==> config.mk <==
export PLATFORM = sky130hd
export DESIGN_NAME = dcache_controller
export DESIGN_NICKNAME = d
export VERILOG_FILES = /design/src/rtl/cache_pkg.sv /design/src/rtl/dcache_word_merge.sv /design/src/rtl/dcache_controller.sv
export SDC_FILE = /design/constraint.sdc
export NUM_CORES = 2
export LEC_CHECK = 0
export BUFFER_PORTS_ARGS = -buffer_cell sky130_fd_sc_hd__buf_2
export CORE_AREA = 2 2 470 472
export DETAILED_ROUTE_END_ITERATION = 16
export DIE_AREA = 0 0 472 474
export GPL_ROUTABILITY_DRIVEN = 1
export PLACE_DENSITY = 0.39
export SETUP_SLACK_MARGIN = 0.15
export SYNTH_ARGS = -nofsm -noshare
export SYNTH_HDL_FRONTEND = slang
export SYNTH_SLANG_ARGS = --single-unit
==> constraint.sdc <==
create_clock -name clk_i -period 2.5 [get_ports clk_i]
set_input_delay 0.125 -clock clk_i [delete_from_list [all_inputs] [get_ports clk_i]]
set_output_delay 0.125 -clock clk_i [all_outputs]
set_load 0.05 [all_outputs]
==> src/rtl/cache_pkg.sv <==
// Shared types and field positions for the 2-way data-cache controller.
// Latency: n/a (declarations only).
// Backpressure: n/a.
package cache_pkg;
  localparam int TAG_W     = 23;
  localparam int IDX_W     = 4;
  localparam int LINE_W    = 256;
  localparam int WORD_W    = 32;
  localparam int OFF_W     = 3;
  localparam int TAGWORD_W = TAG_W + 2;
  localparam int VALID_BIT = 24;
  localparam int DIRTY_BIT = 23;

  typedef enum logic [1:0] {
    IDLE      = 2'd0,
    WRITEBACK = 2'd1,
    REFILL    = 2'd2,
    FILL      = 2'd3
  } state_t;
endpackage

==> src/rtl/dcache_word_merge.sv <==
// Extracts one 32-bit word from a cache line and builds the line with that word replaced.
// Latency: combinational.
// Backpressure: none.
module dcache_word_merge
  import cache_pkg::*;
(
  input  logic [LINE_W-1:0] line,
  input  logic [OFF_W-1:0]  offset,
  input  logic [WORD_W-1:0] wr_word,
  output logic [WORD_W-1:0] rd_word,
  output logic [LINE_W-1:0] merged
);
  // Word w sits at bits [32w+31:32w], so the bit base is offset*32.
  logic [7:0] base;
  assign base = {offset, 5'b0};

  // Read the selected word and overlay the store word onto a copy of the line.
  always_comb begin
    rd_word = line[base +: WORD_W];
    merged  = line;
    merged[base +: WORD_W] = wr_word;
  end
endmodule

==> src/rtl/dcache_controller.sv <==
// Sequences hits, dirty write-back, refill and fill for a passive 2-way cache SRAM.
// Latency: hits respond in the request cycle; misses stall for detect + mem + fill cycles.
// Backpressure: cpu_stall_o holds the CPU; memory requests are held until mem_ack_i.
module dcache_controller
  import cache_pkg::*;
(
  input  logic                 clk_i,
  input  logic                 rst_i,
  input  logic                 cpu_req_i,
  input  logic                 cpu_write_i,
  input  logic [31:0]          cpu_addr_i,
  input  logic [WORD_W-1:0]    cpu_data_i,
  output logic [WORD_W-1:0]    cpu_data_o,
  output logic                 cpu_stall_o,
  output logic [IDX_W-1:0]     sram_addr_o,
  output logic [TAGWORD_W-1:0] sram_tag_o,
  output logic [LINE_W-1:0]    sram_data_o,
  output logic                 sram_enable_o,
  output logic                 sram_write_o,
  input  logic [TAGWORD_W-1:0] sram_tag_i,
  input  logic [LINE_W-1:0]    sram_data_i,
  input  logic                 sram_hit_i,
  output logic                 mem_enable_o,
  output logic                 mem_write_o,
  output logic [31:0]          mem_addr_o,
  output logic [LINE_W-1:0]    mem_data_o,
  input  logic [LINE_W-1:0]    mem_data_i,
  input  logic                 mem_ack_i
);
  state_t state, state_d;

  logic [TAG_W-1:0]  victim_tag_q;
  logic [LINE_W-1:0] victim_line_q;
  logic [LINE_W-1:0] refill_line_q;

  logic [TAG_W-1:0]  cpu_tag;
  logic [IDX_W-1:0]  cpu_idx;
  logic [OFF_W-1:0]  cpu_off;
  logic [WORD_W-1:0] hit_word;
  logic [LINE_W-1:0] hit_merged;
  logic              miss_detect;
  logic              unused_byte_bits;

  assign cpu_tag          = cpu_addr_i[31:9];
  assign cpu_idx          = cpu_addr_i[8:5];
  assign cpu_off          = cpu_addr_i[4:2];
  assign unused_byte_bits = ^cpu_addr_i[1:0];
  assign miss_detect      = (state == IDLE) && cpu_req_i && !sram_hit_i;

  dcache_word_merge u_merge (
    .line    (sram_data_i),
    .offset  (cpu_off),
    .wr_word (cpu_data_i),
    .rd_word (hit_word),
    .merged  (hit_merged)
  );

  // State register plus the victim and refill line buffers.
  always_ff @(posedge clk_i) begin
    if (rst_i) begin
      state         <= IDLE;
      victim_tag_q  <= '0;
      victim_line_q <= '0;
      refill_line_q <= '0;
    end else begin
      state <= state_d;
      if (miss_detect) begin
        victim_tag_q  <= sram_tag_i[TAG_W-1:0];
        victim_line_q <= sram_data_i;
      end
      if (state == REFILL && mem_ack_i) begin
        refill_line_q <= mem_data_i;
      end
    end
  end

  // Next state and all outputs; everything is forced low while reset is held.
  always_comb begin
    state_d       = state;
    cpu_data_o    = '0;
    cpu_stall_o   = 1'b0;
    sram_addr_o   = '0;
    sram_tag_o    = '0;
    sram_data_o   = '0;
    sram_enable_o = 1'b0;
    sram_write_o  = 1'b0;
    mem_enable_o  = 1'b0;
    mem_write_o   = 1'b0;
    mem_addr_o    = '0;
    mem_data_o    = '0;
    if (!rst_i) begin
      case (state)
        IDLE: begin
          if (cpu_req_i) begin
            sram_enable_o = 1'b1;
            sram_addr_o   = cpu_idx;
            sram_tag_o    = {1'b1, 1'b0, cpu_tag};
            if (sram_hit_i) begin
              if (cpu_write_i) begin
                sram_write_o = 1'b1;
                sram_data_o  = hit_merged;
                sram_tag_o   = {1'b1, 1'b1, cpu_tag};
              end else begin
                cpu_data_o = hit_word;
              end
            end else begin
              cpu_stall_o = 1'b1;
              if (sram_tag_i[VALID_BIT] && sram_tag_i[DIRTY_BIT]) state_d = WRITEBACK;
              else                                                state_d = REFILL;
            end
          end
        end
        WRITEBACK: begin
          cpu_stall_o  = 1'b1;
          mem_enable_o = 1'b1;
          mem_write_o  = 1'b1;
          mem_addr_o   = {victim_tag_q, cpu_idx, 5'b0};
          mem_data_o   = victim_line_q;
          if (mem_ack_i) state_d = REFILL;
        end
        REFILL: begin
          cpu_stall_o  = 1'b1;
          mem_enable_o = 1'b1;
          mem_addr_o   = {cpu_tag, cpu_idx, 5'b0};
          if (mem_ack_i) state_d = FILL;
        end
        FILL: begin
          cpu_stall_o   = 1'b1;
          sram_enable_o = 1'b1;
          sram_write_o  = 1'b1;
          sram_addr_o   = cpu_idx;
          sram_tag_o    = {1'b1, 1'b0, cpu_tag};
          sram_data_o   = refill_line_q;
          state_d       = IDLE;
        end
        default: state_d = IDLE;
      endcase
    end
  end
endmodule

==> summary.txt <==
Floorplan
  • Row count: 172
  • Initial core utilization: about an eighth
  • Die Y: 474 um
  • Area of the core: 218700 sq um
  • Die area: about 220000 sq um
  • Number of I/O pins: between 1k and 1.5k
  • Die width: 472 um

STA
  • Peak Freq: between 300 and 400 MHz
  • Worst-Margin Slew: 1.150 ns
  • PnR worst setup slack: -0.4660 ns
  • Final hold violation count: 0
  • Unrepaired setup endpoints after global routing: true
  • Relative slew slack: 23.32%
  • Worst Clk Skew: 0.02545 ns
  • # setup viols final: 572
  • Crit path time final: 2.966 ns
  • Max-slew violations: 0
  • Hold WS: between 0.1 and 0.15 ns
  • Period utilisation layout: 118.6%

Power
  • NetSw: 0.01349 W
  • Sequential share of power: 29.0%
  • Net Sw Frac: 38.55%
  • Combinational Power Share: 37.9%
  • Leakage: 23.65 nW
  • Power Dens Cells: 607.5 nW/um^2
  • Internal: 0.02150 W
  • Share of total power in the clock network: 33.1%
  • Peak supply drop: 483.7 uV

Critical path
  • Most used cell, CP: buf_12
  • CP required: 2.38 ns
  • CP Cell Sequence: inv_4 > ha_4 > and4b_1 > nand2_4 > buf_12 > buf_12 > buf_12 > buf_16 > nor3_4 > a221o_1 > buf_12
  • Data arrival, critical path: 2.84 ns
  • Crit Path Class: flip-flop to primary output
  • CP endpoint kind: primary output
  • CP Launch Type: flip-flop
  • Critical path's largest stage delay: 0.38 ns
  • Internal reg-to-reg setup slack: 0.09 ns
  • Slowest stage cell, crit path: a221o_1
  • Critical-path maximum fanout: 6

Logic synthesis
  • Multiplexer area fraction after synthesis: 7.511%
  • Xor/xnor share of the synthesized area: 0%
  • Netlist cell types: 43
  • Mean post-synth cell area: around 7.6 sq um
  • Mapped Area: about 28000 sq um
  • Synth Instances: 3662
  • Synth Area in Compound Gates: 20.64%
  • Post-synthesis simple-gate area fraction: between 20% and 30%
  • Sequential-to-total area share from yosys stat: 38.78%
  • FF+latch count, synth: 537
  • Synth Area in Adders: 0.4965%
  • Main combinational cell family by area after synthesis: simple AND/OR/NAND/NOR gates
  • Synth warn: 0

Clock tree
  • Largest buffer count on any clock path: 3
  • Clock sink count: 537
  • Clk slew on worst S/H paths: ~0.06 ns
  • # H-tree levels: 3
  • Root Driver: clkbuf_16
  • CTS buffer count: 75
  • Later-pin clock latency in the skew report: 0.69 ns
  • TritonCTS clock tree: yes

Global route
  • First-pass GRT wire length: 335.8 mm
  • Residual overflow from global routing: 0
  • Largest net degree at the start of global routing: 167
  • Antenna violations before repair: 54
  • Gr usage total: approximately 22%
  • Vias in the first global route: 36.49k

Outcome
  • Outcome: finished, violations left
  • Failing checks: setup timing

Detailed routing
  • Routed len/inst: roughly 31 um
  • Drt initial violations: between 2k and 3k
  • DR pass1 iterations: 5
  • Antenna-violating nets left: 0
  • Post-Route WL: 264.9 mm
  • Via Count: 37.06k
  • Vias per Instance: about 4.4
  • DRC: 0

Finish
  • Post-route cell area: 57600 sq um
  • Layout cells sized above 1: 37.55%
  • P&R area growth vs syn: 107.8%
  • Final Net Count: 6177

Placed design
  • GPL Wtd Cong: approximately 0.89
  • Final HPWL from detailed placement: approximately 200 mm
  • Buffers on Ports: between 1k and 1.5k
  • Area after DPL: 44390 sq um

Job
  • Max_cap viols: 0

Hold path
  • Hold Path Class: input port to flip-flop
[per-stage QoR]
stage	worst slack, ns	utilization, %	total power (W)	setup TNS [ns]	cells
6_report	-0.4660	26.34	0.03499	-153.97	8518
5_1_grt	-0.5647	26.32	0.03626	-222.35	8502
4_1_cts	-0.5389	25.14	0.03399	-195.52	8412
3_5_place_dp	-0.03979	20.30	0.02073	-0.03979	7646
3_3_place_gp	-0.07171	20.30	0.02067	-0.07951	7646
2_1_floorplan	0.1369	-	0.01535	0	3666
[cells in the final DEF, fill, tap and decap left out, types with 32 or more instances in the layout]
cell           synthesis  routed
buf_4                 22     168
a2bb2oi_1             33      33
nor3_2                 1      55
inv_1                 39      36
dfxtp_1              537     535
o21ai_4                0      93
buf_6                  3     147
nand2_1             1171    1127
mux2i_1               64      64
mux4_2                64      64
a22o_1                64      36
nand2b_1              36      35
o22ai_1               32      32
dlygate4sd3_1          0     539
clkbuf_16              0      95
buf_2                 81     798
buf_8                  0      40
a21oi_1              539     537
buf_12                 0     408
and2_1               288     275
nor3_1               131      49
a221o_1              128     126
buf_16                 0      45
[worst max-delay path: cells and delay by family (launching register included)]
family                   cells  cell delay, ns
adder cells (fa/ha/maj)      1            0.15
AO/OA/AOI/OAI                1            0.38
buffers and inverters        6            0.83
AND/OR/NAND/NOR              3            0.39
flip-flops                   1            0.36
[layer usage]
layer / share of wire [%] / wire length, um / vias to the layer above / GRT usage [%]
met5: 0.027 / 71 / - / 0
met4: 5.0 / 13340 / 14 / 10.00
met3: 7.9 / 20880 / 424 / 5.965
met2: 49 / 128600 / 1876 / 38.01
met1: 39 / 102000 / 18360 / 25.33
li1: - / - / 16380 / -
[path summary, 6_finish.rpt]
| path | start | endpoint | depth (start not counted) |
|---|---|---|---|
| worst min register to register | victim_line_q[194]$_SDFFE_PP0P_ | victim_line_q[194]$_SDFFE_PP0P_ | 2 |
| worst min-delay path | cpu_req_i | state[0]$_SDFFE_PP0P_ | 5 |
| worst max register to register | state[1]$_SDFFE_PP0P_ | victim_line_q[141]$_SDFFE_PP0P_ | 13 |
| worst max-delay path | state[1]$_SDFFE_PP0P_ | sram_data_o[175] | 11 |
[registers in the layout (all words and copies together), names as in the netlist]
register / count
refill_line_q: 256
victim_tag_q: 23
state: 2
victim_line_q: 256
[cell type report]
class                           instances  area, sq um
Inverter                               40        160.2
Tap cell                             2871         3592
Sequential cell                       537        10750
Clock buffer                          112         2267
Antenna cell                           31        77.57
Clock inverter                         22        265.3
Multi-Input combinational cell       2741        17690
Fill cell                           23540       161100
Timing Repair Buffer                 2164        22790
[timing repair]
action	in CTS	in global routing
gates cloned	31	25
pin swaps	63	121
hold buffers	539	0
endpoints found under the hold margin	537	0
endpoints found under the setup margin	604	604
gates resized for setup	318	423
setup buffers	62	50
[power by group through the flow]
stage / sequential [W] / clock, W / combinational, W
after detailed placement: 0.0103 / 0 / 0.0105
after CTS: 0.0101 / 0.0118 / 0.0120
after global placement: 0.0103 / 0 / 0.0104
after floorplan: 0.0101 / 0 / 0.00528
after global routing: 0.0103 / 0.0121 / 0.0139
final: 0.0102 / 0.0116 / 0.0133
[cells in the mapped netlist, drive strengths merged]
cell,n,area share [%]
and2,288,6.5
o211ai,1,0.027
conb,1,0.014
a2bb2oi,33,1.0
o21a,2,0.054
a311oi,1,0.032
buf,127,2.5
or2,2,0.045
nand2,1171,16
and4b,1,0.036
a22o,64,2.0
ha,11,0.50
nand2b,36,0.81
o22ai,32,0.72
nor3b,2,0.090
or3,1,0.023
a221o,128,4.6
nor3,132,2.4
o21ai,96,1.7
nor2b,3,0.068
mux4,64,5.2
a21oi,540,9.8
mux2i,64,2.3
clkbuf,221,3.0
dfxtp,537,39
inv,40,0.54
a22oi,23,0.62
nand4,1,0.023
or4,1,0.027
nor2,30,0.42
nand3b,2,0.054
nand4b,4,0.15
nand3,3,0.054
[cell families after synthesis]
kind of cell / Yosys count
flip-flops: 537
adder cells (fa/ha/maj): 11
AND/OR/NAND/NOR: 1677
AO/OA/AOI/OAI: 920
buffers and inverters: 388
other: 1
multiplexers: 128
Power figures use the tool's default switching activity.
